[config.mk]
export PLATFORM = sky130hd
export DESIGN_NAME = fizzbuzz_stream_ctrl_flat
export DESIGN_NICKNAME = d
export VERILOG_FILES = /design/src/rtl/fizzbuzz_stream_ctrl_if.sv /design/src/rtl/fizzbuzz_stream_ctrl.sv /design/src/flat_wrapper.sv
export SDC_FILE = /design/constraint.sdc
export NUM_CORES = 1
export LEC_CHECK = 0
export CORE_UTILIZATION = 40
export DETAILED_ROUTE_END_ITERATION = 12
export PLACE_DENSITY = 0.66
export SLEW_MARGIN = 30
export SYNTH_ARGS = -nofsm -noshare
export SYNTH_HDL_FRONTEND = slang
export SYNTH_SLANG_ARGS = --single-unit
[constraint.sdc]
create_clock -name clk -period 6.7 [get_ports clk]
set_input_delay 1.34 -clock clk [delete_from_list [all_inputs] [get_ports clk]]
set_output_delay 1.34 -clock clk [all_outputs]
set_load 0.02 [all_outputs]
[src/rtl/fizzbuzz_stream_ctrl_if.sv]
// fizzbuzz_stream_ctrl_if
//   Token stream between the fizz/buzz run controller and its consumer.
//   master: producer side (drives token + valid, samples ready)
//   slave : consumer side (samples token + valid, drives ready)
//   Signals:
//     out_valid     token available
//     out_ready     consumer accepts token
//     out_value     counter value carried by the token
//     out_fizz      value divisible by fizz divisor
//     out_buzz      value divisible by buzz divisor
//     out_fizzbuzz  both of the above
//     out_last      final token of the run
interface fizzbuzz_stream_ctrl_if #(
  parameter int CNT_W = 8
);
  logic             out_valid;
  logic             out_ready;
  logic [CNT_W-1:0] out_value;
  logic             out_fizz;
  logic             out_buzz;
  logic             out_fizzbuzz;
  logic             out_last;

  modport master (
    output out_valid,
    output out_value,
    output out_fizz,
    output out_buzz,
    output out_fizzbuzz,
    output out_last,
    input  out_ready
  );

  modport slave (
    input  out_valid,
    input  out_value,
    input  out_fizz,
    input  out_buzz,
    input  out_fizzbuzz,
    input  out_last,
    output out_ready
  );
endinterface

[src/rtl/fizzbuzz_stream_ctrl.sv]
// fizzbuzz_stream_ctrl
//   Run controller for the fizz/buzz classification counter. A start in IDLE
//   latches a run length and two divisors, then the values 0..len-1 are
//   streamed out with divisibility flags taken from incremental residue
//   counters.
//   Ports:
//     clk       clock, rising edge
//     reset     synchronous, active-high
//     start     run request (sampled only in IDLE)
//     abort     terminate a run in progress
//     cfg_len   tokens in the run
//     cfg_fizz  fizz divisor
//     cfg_buzz  buzz divisor
//     busy      high while running
//     done      one-cycle pulse after the last token is accepted
//     cfg_err   one-cycle pulse when a start has a zero divisor
//     tok       token stream (master side)
//
//   state  | meaning
//   -------+-------------------------------------------------------------
//   S_IDLE | no run; stream outputs forced to 0; start/config evaluated
//   S_RUN  | token presented every cycle, advances on out_ready
module fizzbuzz_stream_ctrl #(
  parameter int CNT_W = 8,
  parameter int DIV_W = 4
) (
  input  logic                   clk,
  input  logic                   reset,
  input  logic                   start,
  input  logic                   abort,
  input  logic [CNT_W-1:0]       cfg_len,
  input  logic [DIV_W-1:0]       cfg_fizz,
  input  logic [DIV_W-1:0]       cfg_buzz,
  output logic                   busy,
  output logic                   done,
  output logic                   cfg_err,
  fizzbuzz_stream_ctrl_if.master tok
);

  typedef enum logic {S_IDLE, S_RUN} state_t;

  state_t           state_q, state_d;
  logic [CNT_W-1:0] len_q, len_d;
  logic [CNT_W-1:0] value_q, value_d;
  logic [DIV_W-1:0] fizz_q, fizz_d;
  logic [DIV_W-1:0] buzz_q, buzz_d;
  logic [DIV_W-1:0] rf_q, rf_d;
  logic [DIV_W-1:0] rb_q, rb_d;
  logic             done_q, done_d;
  logic             err_q, err_d;

  logic run;
  logic last;
  logic hs;

  assign run  = (state_q == S_RUN);
  assign last = (value_q == len_q - 1'b1);
  assign hs   = run & tok.out_ready;

  always_ff @(posedge clk) begin
    if (reset) begin
      state_q <= S_IDLE;
      len_q   <= '0;
      value_q <= '0;
      fizz_q  <= '0;
      buzz_q  <= '0;
      rf_q    <= '0;
      rb_q    <= '0;
      done_q  <= 1'b0;
      err_q   <= 1'b0;
    end else begin
      state_q <= state_d;
      len_q   <= len_d;
      value_q <= value_d;
      fizz_q  <= fizz_d;
      buzz_q  <= buzz_d;
      rf_q    <= rf_d;
      rb_q    <= rb_d;
      done_q  <= done_d;
      err_q   <= err_d;
    end
  end

  always_comb begin
    state_d = state_q;
    len_d   = len_q;
    value_d = value_q;
    fizz_d  = fizz_q;
    buzz_d  = buzz_q;
    rf_d    = rf_q;
    rb_d    = rb_q;
    done_d  = 1'b0;
    err_d   = 1'b0;

    unique case (state_q)
      S_IDLE: begin
        // abort in IDLE only matters as a veto on a simultaneous start
        if (start && !abort) begin
          if (cfg_fizz == '0 || cfg_buzz == '0) begin
            err_d = 1'b1;
          end else if (cfg_len == '0) begin
            done_d = 1'b1;
          end else begin
            len_d   = cfg_len;
            fizz_d  = cfg_fizz;
            buzz_d  = cfg_buzz;
            value_d = '0;
            rf_d    = '0;
            rb_d    = '0;
            state_d = S_RUN;
          end
        end
      end
      S_RUN: begin
        if (abort) begin
          // a same-cycle handshake is discarded
          state_d = S_IDLE;
        end else if (hs) begin
          if (last) begin
            state_d = S_IDLE;
            done_d  = 1'b1;
          end else begin
            value_d = value_q + 1'b1;
            rf_d    = (rf_q == fizz_q - 1'b1) ? '0 : rf_q + 1'b1;
            rb_d    = (rb_q == buzz_q - 1'b1) ? '0 : rb_q + 1'b1;
          end
        end
      end
      default: state_d = S_IDLE;
    endcase
  end

  // Stream outputs are gated by state so IDLE always shows zeros even
  // though value/residue registers keep their last run contents.
  assign busy             = run;
  assign done             = done_q;
  assign cfg_err          = err_q;
  assign tok.out_valid    = run;
  assign tok.out_value    = run ? value_q : '0;
  assign tok.out_fizz     = run && (rf_q == '0);
  assign tok.out_buzz     = run && (rb_q == '0);
  assign tok.out_fizzbuzz = run && (rf_q == '0) && (rb_q == '0);
  assign tok.out_last     = run && last;

endmodule

[src/flat_wrapper.sv]
// flat-port wrapper written by rule: the top's interface ports become plain ports
module fizzbuzz_stream_ctrl_flat 
#(
  parameter int CNT_W = 8,
  parameter int DIV_W = 4
)
  (clk, reset, start, abort, cfg_len, cfg_fizz, cfg_buzz, busy, done, cfg_err, tok_out_valid, tok_out_value, tok_out_fizz, tok_out_buzz, tok_out_fizzbuzz, tok_out_last, tok_out_ready);
  fizzbuzz_stream_ctrl_if #(.CNT_W(CNT_W)) tok_i ();
  input  logic clk;
  input  logic reset;
  input  logic start;
  input  logic abort;
  input  logic [CNT_W-1:0] cfg_len;
  input  logic [DIV_W-1:0] cfg_fizz;
  input  logic [DIV_W-1:0] cfg_buzz;
  output logic busy;
  output logic done;
  output logic cfg_err;
  output wire logic [$bits(tok_i.out_valid)-1:0] tok_out_valid;
  output wire logic [$bits(tok_i.out_value)-1:0] tok_out_value;
  output wire logic [$bits(tok_i.out_fizz)-1:0] tok_out_fizz;
  output wire logic [$bits(tok_i.out_buzz)-1:0] tok_out_buzz;
  output wire logic [$bits(tok_i.out_fizzbuzz)-1:0] tok_out_fizzbuzz;
  output wire logic [$bits(tok_i.out_last)-1:0] tok_out_last;
  input wire logic [$bits(tok_i.out_ready)-1:0] tok_out_ready;
  assign tok_out_valid = tok_i.out_valid;
  assign tok_out_value = tok_i.out_value;
  assign tok_out_fizz = tok_i.out_fizz;
  assign tok_out_buzz = tok_i.out_buzz;
  assign tok_out_fizzbuzz = tok_i.out_fizzbuzz;
  assign tok_out_last = tok_i.out_last;
  assign tok_i.out_ready = tok_out_ready;
  fizzbuzz_stream_ctrl #(.CNT_W(CNT_W), .DIV_W(DIV_W)) u_core (.clk(clk), .reset(reset), .start(start), .abort(abort), .cfg_len(cfg_len), .cfg_fizz(cfg_fizz), .cfg_buzz(cfg_buzz), .busy(busy), .done(done), .cfg_err(cfg_err), .tok(tok_i));
endmodule
==> metrics.md, run 1 <==
| Metric | Value |
|---|---|
| Sw Share | `approximately a quarter` |
| Mapped Avg Cell Area | `8.16 sq um` |
| Post-Syn Area | `2080 sq um` |
| Distinct cell type count after synthesis | `47` |
| Post-CTS sizing | `0` |
| Asr flop ratio synth | `0%` |
| Sequential-to-total area share from yosys stat | `33.7%` |
| Pwr/cell area | `about 170 nW/um^2` |
| Post-route cell area | `roughly 2500 sq um` |
| Initial core utilization | `between 40% and 50%` |
| Final setup violation count | `0` |
| WP data arrival | `3040 ps` |
| Die Ht | `between 70 and 80 um` |
| Final TNS setup | `0 ps` |
| RSZ-0062 raised after global routing | `no` |
| Pre-CTS setup slack | `about 2600 ps` |
| Final Max Slew Viols | `0` |
| Syn. warnings | `0` |
| Post-CTS setup buffer count | `0` |
| Top-count cell post-synth | `dfxtp_1` |
| Worst setup SP type | `register` |
| Pint | `0.000322 W` |
| Period utilisation layout | `around two thirds` |
| Total Die Area | `5500 sq um` |
| Chip width | `between 70 and 80 um` |
| N_diodes | `0` |
| Total power | `between 0.0004 and 0.0005 W` |
| Number of flops mapped to enable cells by yosys | `0` |
| CTS tree | `built` |
| Clock Power Share | `31.6%` |
| Max-cap viol count | `0` |
| Cells after Synth | `approximately 260` |
| Synthesis-to-layout area growth | `22.4%` |
| Clk_lat worst skew | `around 280 ps` |
| HP Class | `reg2reg` |
| Crit path capture type | `output pin` |
| Hold Vio Cnt, Final | `0` |
| DR vias/cell | `approximately 5.2` |
| Cts hold-fix bufs | `0` |
| DRT Wirelength | `4.35 mm` |
| Area share of the largest cell type after synthesis | `33.7%` |
| Min Hold Slack | `approximately 470 ps` |
| Core Region | `approximately 4900 sq um` |
| Data required time of the worst path | `between 5000 and 6000 ps` |
| Mapped Nets | `approximately 280` |
| TritonCTS Buffers | `5` |
| Initial antenna violation count | `0` |
| PortBufs | `36` |
| Final min period | `4380 ps` |
| Outcome | `finished, final reports clean` |
| Sequential power share | `about half` |
| Top post-synthesis cells by area | `dfxtp_1 34%, a21oi_1 5.0%, xnor2_1 5.0%` |
| Num rows | `25` |
| Detail Placement HPWL | `3.16 mm` |
| Area leader, netlist | `dfxtp_1` |
| Worst-case clock buffer depth | `2` |
| Clk_skew | `around 5.2 ps` |
| P_sw | `~0.00012 W` |
| F_max | `228 MHz` |
| First-pass GRT wire length | `approximately 7.1 mm` |
| Root buf cell | `clkbuf_8` |
| Slew @ Worst Pin | `around 740 ps` |
| DRT iter0 DRCs | `62` |
| Nets@finish | `~320` |
| Slew headroom | `between 40% and 50%` |
| Ys flop type | `dfxtp_1` |
| Largest net degree at the start of global routing | `28` |
| Gr usage total | `between 10% and 20%` |
| TritonRoute pass-1 iters | `4` |
| Gr ovfl total | `0` |
| Peak VDD IR | `roughly 0.14 mV` |
| Crit-path max FO | `8` |
| Seq cells post-synth | `35` |
| WL per Instance | `12.3 um` |
| Static Leak | `around 0.94 nW` |
| Drt drc | `0` |
| Share of cells above drive strength 1 | `4.20%` |
| Clk sinks | `35` |
| Setup CP Type | `reg2out` |
| Combinational fraction of design power | `17.2%` |
| Routed Antenna Nets | `0` |
| Routability Congestion | `0.827` |
| H-tree levels | `2` |
| Via count | `1842` |
| Vias in the first global route | `around 1600` |
| Fillers | `roughly 500` |
| Placed Instance Area | `around 2500 sq um` |
| Worst Slack Setup Final | `2320 ps` |
| Post-synth top cells | `35 x dfxtp_1, 23 x nand2_1, 21 x a21oi_1` |
| Clk slew on worst S/H paths | `60 ps` |
| I/O Pins | `37` |
==> area by class of cell <==
class / instances / area (sq um) / area share [%]
timing repair buffer: 38 / 375 / 14.7
sequential: 35 / 701 / 27.5
multi-input combinational: 195 / 1270 / 49.9
clock buffer: 6 / 72.6 / 2.85
inverter: 12 / 45.0 / 1.77
tap: 67 / 83.8 / 3.29
==> metrics by stage <==
step           util (%)  instances
6_report           52.2        353
5_1_grt            52.2        353
4_1_cts            52.2        353
3_5_place_dp       50.7        347
3_3_place_gp       50.7        347
2_1_floorplan         -        255
==> critical path, stage by stage (launching register included) <==
cell and delay (ps):
dfxtp_1 450, inv_1 80, ha_1 290, o21bai_1 180, a2111oi_0 510, a311oi_2 80, a211oi_2 400, and2_1 190
clkdlybuf4s50_1 590
==> kinds of logic (layout without fill, tap and decap cells) <==
family | Yosys count | in the layout | share of synthesized area (%)
buffers and inverters | 25 | 56 | 5.35
muxes | 8 | 8 | 3.85
DFF | 35 | 35 | 33.7
AOI/OAI and AO/OA | 47 | 47 | 14.1
adders and majority gates | 8 | 8 | 4.81
xor gates and xnor gates | 21 | 21 | 8.83
and+or+nand+nor | 111 | 111 | 29.4
==> registers in the layout, indices dropped and copies added (netlist names) <==
| signal | flops |
|---|---|
| u_core.len_q | 8 |
| u_core.value_q | 8 |
| u_core.buzz_q | 4 |
| u_core.fizz_q | 4 |
| u_core.rb_q | 4 |
| u_core.rf_q | 4 |
| u_core.busy | 1 |
| u_core.cfg_err | 1 |
| u_core.done | 1 |
==> cell usage in the layout, fill, tap and decap left out, types with 9 or more instances in the layout <==
cell type,instances
dfxtp_1,35
inv_1,12
xnor2_1,12
a21oi_1,21
clkdlybuf4s50_1,36
nand3_1,11
xor2_1,9
nor2_1,20
nand2_1,23
and2_1,11
==> final timing paths <==
kind	startpoint	to	slack [ps]	cells after the start
setup / recovery	u_core.len_q[0]$_SDFFE_PP0P_	tok_out_last	2320	8
hold / removal	u_core.len_q[7]$_SDFFE_PP0P_	u_core.len_q[7]$_SDFFE_PP0P_	470	2
setup reg to reg	u_core.len_q[0]$_SDFFE_PP0P_	u_core.value_q[4]$_SDFFE_PP0P_	3660	9
hold reg to reg	u_core.len_q[7]$_SDFFE_PP0P_	u_core.len_q[7]$_SDFFE_PP0P_	470	2
==> layer usage <==
metal  vias up  share of wire, %  track usage (%)
li1        956                 -                -
met1       853                48             21.3
met2        31                48             28.6
met3         2               3.7             4.88
met4         0              0.30             4.27
met5         -                 0                0
==> power groups by stage <==
stage               clock (W)  sequential (W)  combinational, W
floorplan                   0        0.000226         0.0000535
global placement            0        0.000229         0.0000752
detailed placement          0        0.000229         0.0000756
CTS                  0.000142        0.000224         0.0000762
global route         0.000151        0.000225         0.0000839
finish               0.000139        0.000224         0.0000754
Note: power is estimated with default switching activity, not from simulation.
==> inputs of run 2 (changes only) <==
==> constraint.sdc (replaced) <==
create_clock -name clk -period 4.3 [get_ports clk]
set_input_delay 0.86 -clock clk [delete_from_list [all_inputs] [get_ports clk]]
set_output_delay 0.86 -clock clk [all_outputs]
set_load 0.02 [all_outputs]
==> run 2 against run 1 <==
Against the previous run:
- global-route usage fell by 0.095 points
- non-clock buffer count rose by 1
- critical path depth did not move
- wire length fell by 0.78%
- combinational power rose by 56%
- sequential power rose by 56%
- via count fell by 3.1%
- worst setup slack got worse by 1900 ps
==> metrics.md, run 2 (synthesis results as in run 1) <==
| Metric | Value |
|---|---|
| Outcome | `finished, final reports clean` |
| Routed Antenna Nets | `0 (unchanged)` |
| Placed insts | `348 (+0.29%)` |
| DRT Wirelength | `4.32 mm (-0.78%)` |
| HP Class | `reg2reg` |
| H-tree levels | `2 (unchanged)` |
| WP data arrival | `3030 ps (about the same)` |
| Hold Vio Cnt, Final | `0 (unchanged)` |
| Routability Congestion | `0.859 (+3.9%)` |
| Total Die Area | `5500 sq um (unchanged)` |
| Core Region | `4880 sq um (unchanged)` |
| TritonCTS Buffers | `5 (unchanged)` |
| Share of cells above drive strength 1 | `5.21% (+1.0 points)` |
| Setup CP Type | `reg2out` |
| Initial antenna violation count | `0 (unchanged)` |
| PortBufs | `36 (unchanged)` |
| Slew headroom | `49.1% (-0.81 points)` |
| Max-cap viol count | `0 (unchanged)` |
| Final min period | `between 3000 and 4000 ps` |
| I/O Pins | `37 (unchanged)` |
| Commonest non-fill, non-tap cell in the layout | `clkdlybuf4s50_1` |
| Period utilisation layout | `approximately nine tenths` |
| Clk_lat worst skew | `280 ps (about the same)` |
| Multi-input gate area | `1270 sq um (unchanged)` |
| Clk_skew | `4.60 ps (-0.630 ps)` |
| TritonRoute pass-1 iters | `4 (unchanged)` |
| Via count | `1785 (-3.1%)` |
| Pwr/cell area | `274 nW/um^2 (+60%)` |
| Register area | `701 sq um (unchanged)` |
| Data required time of the worst path | `3440 ps (-1920 ps)` |
| Count of non-filler cells in the finished layout | `355 (+0.57%)` |
| Gr usage total | `16.9% (-0.095 points)` |
| F_max | `257 MHz` |
| Max incr delay on CP | `590 ps (about the same)` |
| Largest regs | `u_core.len_q: 8 flops, u_core.value_q: 8 flops` |
| Static Leak | `0.957 nW (+1.5%)` |
| Initial core utilization | `42.7% (unchanged)` |
| Clk slew on worst S/H paths | `70 ps (about the same)` |
| Detail Placement HPWL | `3.22 mm (+1.8%)` |
| Worst-case clock buffer depth | `2 (unchanged)` |
| Synthesis-to-layout area growth | `23.4%` |
| Nets@finish | `317 (+0.32%)` |
| N_diodes | `0 (unchanged)` |
| DR vias/cell | `5.03 (-3.6%)` |
| Drt drc | `0 (unchanged)` |
| First-pass GRT wire length | `7.13 mm (about the same)` |
| Largest net degree at the start of global routing | `28 (unchanged)` |
| Post-CTS setup buffer count | `0 (unchanged)` |
| CTS tree | `built` |
| Gr ovfl total | `0 (unchanged)` |
| Final Max Slew Viols | `0 (unchanged)` |
| Root buf cell | `clkbuf_8` |
| Final setup violation count | `0 (unchanged)` |
| WL per Instance | `12.2 um (-1.3%)` |
| Fillers | `501 (+1.0%)` |
| Peak VDD IR | `0.154 mV (+14%)` |
| DRT iter0 DRCs | `112 (+81%)` |
| Clk sinks | `35 (unchanged)` |
| Crit path capture type | `output pin` |
| Crit-path max FO | `8 (unchanged)` |
| Post-CTS sizing | `0 (unchanged)` |
| Vias in the first global route | `1534 (-4.1%)` |
| Commonest cells after routing, fill and taps aside | `36 x clkdlybuf4s50_1, 35 x dfxtp_1, 23 x nand2_1` |
| Final TNS setup | `0 ps (unchanged)` |
| Die Ht | `74.1 um (unchanged)` |
| RSZ-0062 raised after global routing | `no` |
| Cts hold-fix bufs | `0 (unchanged)` |
| CP cell instances | `inv_1, ha_1, o21bai_1, a2111oi_0, a311oi_2, a211oi_2, and2_1, clkdlybuf4s50_1` |
| Slowest cell on crit path | `clkdlybuf4s50_1` |
| Chip width | `74.1 um (unchanged)` |
| Worst setup SP type | `register` |
| Slew @ Worst Pin | `756 ps (+12.0 ps)` |
| Num rows | `25 (unchanged)` |
run 2: cell types whose count changed in the layout (fill, tap and decap cells not counted):
cell / previous run / this run
buf_4: 2 / 3
clkbuf_1: 1 / 0
clkbuf_8: 5 / 6
clkinv_2: 0 / 1
run 2: worst max-delay path: cells and delay by family (launching register included):
family	cells	cell delay, ps
DFF	1	440
adders and majority gates	1	290
AOI/OAI and AO/OA	4	1160
buffers and inverters	2	660
and+or+nand+nor	1	190
run 2: final timing paths:
path | start | endpoint | slack [ps] | cells past startpoint
max | u_core.len_q[0]$_SDFFE_PP0P_ | tok_out_last | 410 | 8
min | u_core.len_q[7]$_SDFFE_PP0P_ | u_core.len_q[7]$_SDFFE_PP0P_ | 470 | 2
max reg2reg | u_core.len_q[0]$_SDFFE_PP0P_ | u_core.value_q[7]$_SDFFE_PP0P_ | 1310 | 9
min reg2reg | u_core.len_q[7]$_SDFFE_PP0P_ | u_core.len_q[7]$_SDFFE_PP0P_ | 470 | 2
run 2: layout make-up:
cell class                 count  share of cell area [%]
timing repair buffer          39                    14.9
inverter                      12                    1.75
tap                           67                    3.26
multi-input combinational    195                    49.4
sequential                    35                    27.3
clock inverter                 1                   0.195
clock buffer                   6                    3.21
run 2: power breakdown:
part	internal, W	switching [W]
sequential	0.000334	0.0000150
clock	0.000126	0.000113
combinational	0.0000615	0.0000567
run 2: through the flow:
| stage | hold WS, ps | util [%] | total power (W) | instance area [sq um] | worst slack, ps |
|---|---|---|---|---|---|
| global route | 503 | 52.7 | 0.000739 | 2570 | 70.4 |
| detailed placement | 463 | 50.9 | 0.000475 | 2480 | 716 |
| CTS | 472 | 52.7 | 0.000712 | 2570 | 402 |
| floorplan | 448 | - | 0.000435 | 2080 | 1410 |
| finish | 466 | 52.7 | 0.000705 | 2570 | 410 |
| global placement | 457 | 50.9 | 0.000474 | 2480 | 769 |
run 2: layer usage:
layer	vias to the layer above	track usage [%]	share of wire, %
met5	-	0	0
met4	0	6.41	1.4
met3	8	3.25	4.1
met2	37	25.8	45
met1	782	23.5	49
li1	958	-	-
==> inputs of run 3 (changes only) <==
--- a/config.mk
+++ b/config.mk
@@ -8,6 +8,7 @@
 export CORE_UTILIZATION = 40
 export DETAILED_ROUTE_END_ITERATION = 12
 export PLACE_DENSITY = 0.66
+export SETUP_SLACK_MARGIN = 0.2
 export SLEW_MARGIN = 30
 export SYNTH_ARGS = -nofsm -noshare
 export SYNTH_HDL_FRONTEND = slang
==> run 3 against run 2 <==
Against the previous run:
- sequential power hardly changed
- non-clock buffer count did not move
- wire length about the same
- cell count stayed put
- clock power hardly changed
- worst setup slack gained 81 ps
- register-to-register slack better by 80 ps
- die area stayed put
- clock skew hardly changed
- sequential share of layout area decreased by 0.093 points
- core utilization is 0.18 points higher
- flip-flop and latch count unchanged
- critical path type unchanged
- largest cell class unchanged
==> metrics.md, run 3 (synthesis results as in run 1) <==
| Metric | Value |
|---|---|
| Static Leak | `0.957 nW (about the same)` |
| Peak VDD IR | `0.154 mV (about the same)` |
| Setup CP Type | `reg2out` |
| N_diodes | `0 (unchanged)` |
| Max-cap viol count | `0 (unchanged)` |
| Pint | `0.000521 W (about the same)` |
| Crit-path max FO | `8 (unchanged)` |
| TritonRoute pass-1 iters | `4 (unchanged)` |
| Post-CTS setup buffer count | `0 (unchanged)` |
| Commonest non-fill, non-tap cell in the layout | `clkdlybuf4s50_1` |
| RSZ-0062 raised after global routing | `no` |
| Hold Vio Cnt, Final | `0 (unchanged)` |
| Final min period | `3810 ps (-80.6 ps)` |
| Clk_skew | `4.94 ps (+0.338 ps)` |
| Grt met2 use | `25.8% (unchanged)` |
| Clock Power Share | `33.7% (about the same)` |
| P_sw | `0.000186 W (+0.67%)` |
| Final TNS setup | `0 ps (unchanged)` |
| Num rows | `25 (unchanged)` |
| Share of cells above drive strength 1 | `5.21% (unchanged)` |
| DRT iter0 DRCs | `138 (+23%)` |
| Slew @ Worst Pin | `756 ps (unchanged)` |
| Sw Share | `26.3% (+0.11 points)` |
| CTS tree | `built` |
| DRT Wirelength | `4.32 mm (about the same)` |
| Synthesis-to-layout area growth | `23.9%` |
| Crit path capture type | `output pin` |
| Commonest cells after routing, fill and taps aside | `36 x clkdlybuf4s50_1, 35 x dfxtp_1, 23 x nand2_1` |
| GRT met1 Usage | `23.5% (unchanged)` |
| Clk slew on worst S/H paths | `70 ps (about the same)` |
| Outcome | `finished, final reports clean` |
| Combinational fraction of design power | `17.0% (+0.2 points)` |
| Sequential power share | `49.3% (-0.2 points)` |
| Die Ht | `74.1 um (unchanged)` |
| Placed Instance Area | `2480 sq um (unchanged)` |
| Clk sinks | `35 (unchanged)` |
| Routability Congestion | `0.859 (unchanged)` |
| Routed Antenna Nets | `0 (unchanged)` |
| Worst setup SP type | `register` |
| Gr ovfl total | `0 (unchanged)` |
| Final setup violation count | `0 (unchanged)` |
| Final Max Slew Viols | `0 (unchanged)` |
| First-pass GRT wire length | `7.13 mm (unchanged)` |
| Slew headroom | `49.1% (unchanged)` |
| HP Class | `reg2reg` |
| GR met3 Demand/Resource | `3.25% (unchanged)` |
| DR vias/cell | `5.04 (+0.28%)` |
| WL per Instance | `12.2 um (about the same)` |
| Gr usage total | `16.9% (unchanged)` |
| Initial antenna violation count | `0 (unchanged)` |
| Total Die Area | `5500 sq um (unchanged)` |
| Detail Placement HPWL | `3.22 mm (unchanged)` |
| Pwr/cell area | `274 nW/um^2 (-0.11%)` |
| WP data arrival | `2950 ps (-80 ps)` |
| Chip width | `74.1 um (unchanged)` |
| Period utilisation layout | `88.6% (-1.9 points)` |
| TritonCTS Buffers | `5 (unchanged)` |
| I/O Pins | `37 (unchanged)` |
| Via count | `1790 (+0.28%)` |
| Fillers | `499 (-0.40%)` |
| Worst-case clock buffer depth | `2 (unchanged)` |
| Core Region | `4880 sq um (unchanged)` |
| H-tree levels | `2 (unchanged)` |
| Data required time of the worst path | `3440 ps (about the same)` |
| Drt drc | `0 (unchanged)` |
| F_max | `263 MHz (+2.1%)` |
| Vias in the first global route | `1534 (unchanged)` |
| Largest regs | `u_core.len_q: 8 flops, u_core.value_q: 8 flops` |
| PortBufs | `36 (unchanged)` |
| Post-route cell area | `2580 sq um (+0.34%)` |
| Root buf cell | `clkbuf_8` |
| Nets@finish | `317 (unchanged)` |
| Clk_lat worst skew | `280 ps (about the same)` |
| Initial core utilization | `42.7% (unchanged)` |
| GRT busiest layer | `met2` |
| Largest net degree at the start of global routing | `28 (unchanged)` |
-- run 3: cell counts in the layout (fill, tap and decap cells not counted) --
No cell type changed its count.
-- run 3: final timing paths --
kind	startpoint	endpoint	slack, ps	cells past startpoint
worst min-delay path	u_core.len_q[7]$_SDFFE_PP0P_	u_core.len_q[7]$_SDFFE_PP0P_	470	2
worst max-delay path	u_core.len_q[0]$_SDFFE_PP0P_	tok_out_last	490	8
worst min register to register	u_core.len_q[7]$_SDFFE_PP0P_	u_core.len_q[7]$_SDFFE_PP0P_	470	2
worst max register to register	u_core.len_q[0]$_SDFFE_PP0P_	u_core.value_q[7]$_SDFFE_PP0P_	1390	9
-- run 3: final cells by class --
cell class,instances,area [sq um],share of cell area (%)
Inverter,12,45.0,1.75
Sequential cell,35,701,27.2
Clock inverter,1,5.00,0.194
Multi-Input combinational cell,195,1280,49.6
Timing Repair Buffer,39,383,14.8
Clock buffer,6,82.6,3.20
Tap cell,67,83.8,3.25
-- run 3: critical path, stage by stage, from the launching register on --
cell and delay [ps]:
dfxtp_1 430, inv_1 70, ha_1 290, nor2b_1 160, or3_1 350, a31o_1 250
a211oi_4 330, and2_1 180, clkdlybuf4s50_1 590
-- run 3: per-layer routing --
layer  share of wire, %  vias to the layer above
li1                   -                      959
met1                 49                      784
met2                 46                       40
met3                4.0                        7
met4                1.4                        0
met5                  0                        -
-- run 3: power by group through the flow --
stage | combinational [W] | clock (W) | sequential (W)
final | 0.000120 | 0.000238 | 0.000349
after global routing | 0.000133 | 0.000257 | 0.000351
after CTS | 0.000120 | 0.000244 | 0.000349
after detailed placement | 0.000119 | 0 | 0.000356
after global placement | 0.000118 | 0 | 0.000356
after floorplan | 0.0000834 | 0 | 0.000351
-- run 3: timing repair --
item                                    in CTS  in global routing
endpoints found under the setup margin       0                  1
hold buffers                                 0                  0
resized for setup                            0                  2
-- run 3: stage by stage --
step	power, W	std cells	utilization [%]	setup slack [ps]	hold WS (ps)
finish	0.000707	355	52.8	491	468
global route	0.000741	355	52.8	229	503
CTS	0.000712	355	52.7	402	472
detailed placement	0.000475	348	50.9	716	463
global placement	0.000474	348	50.9	769	457
floorplan	0.000435	255	-	1410	448
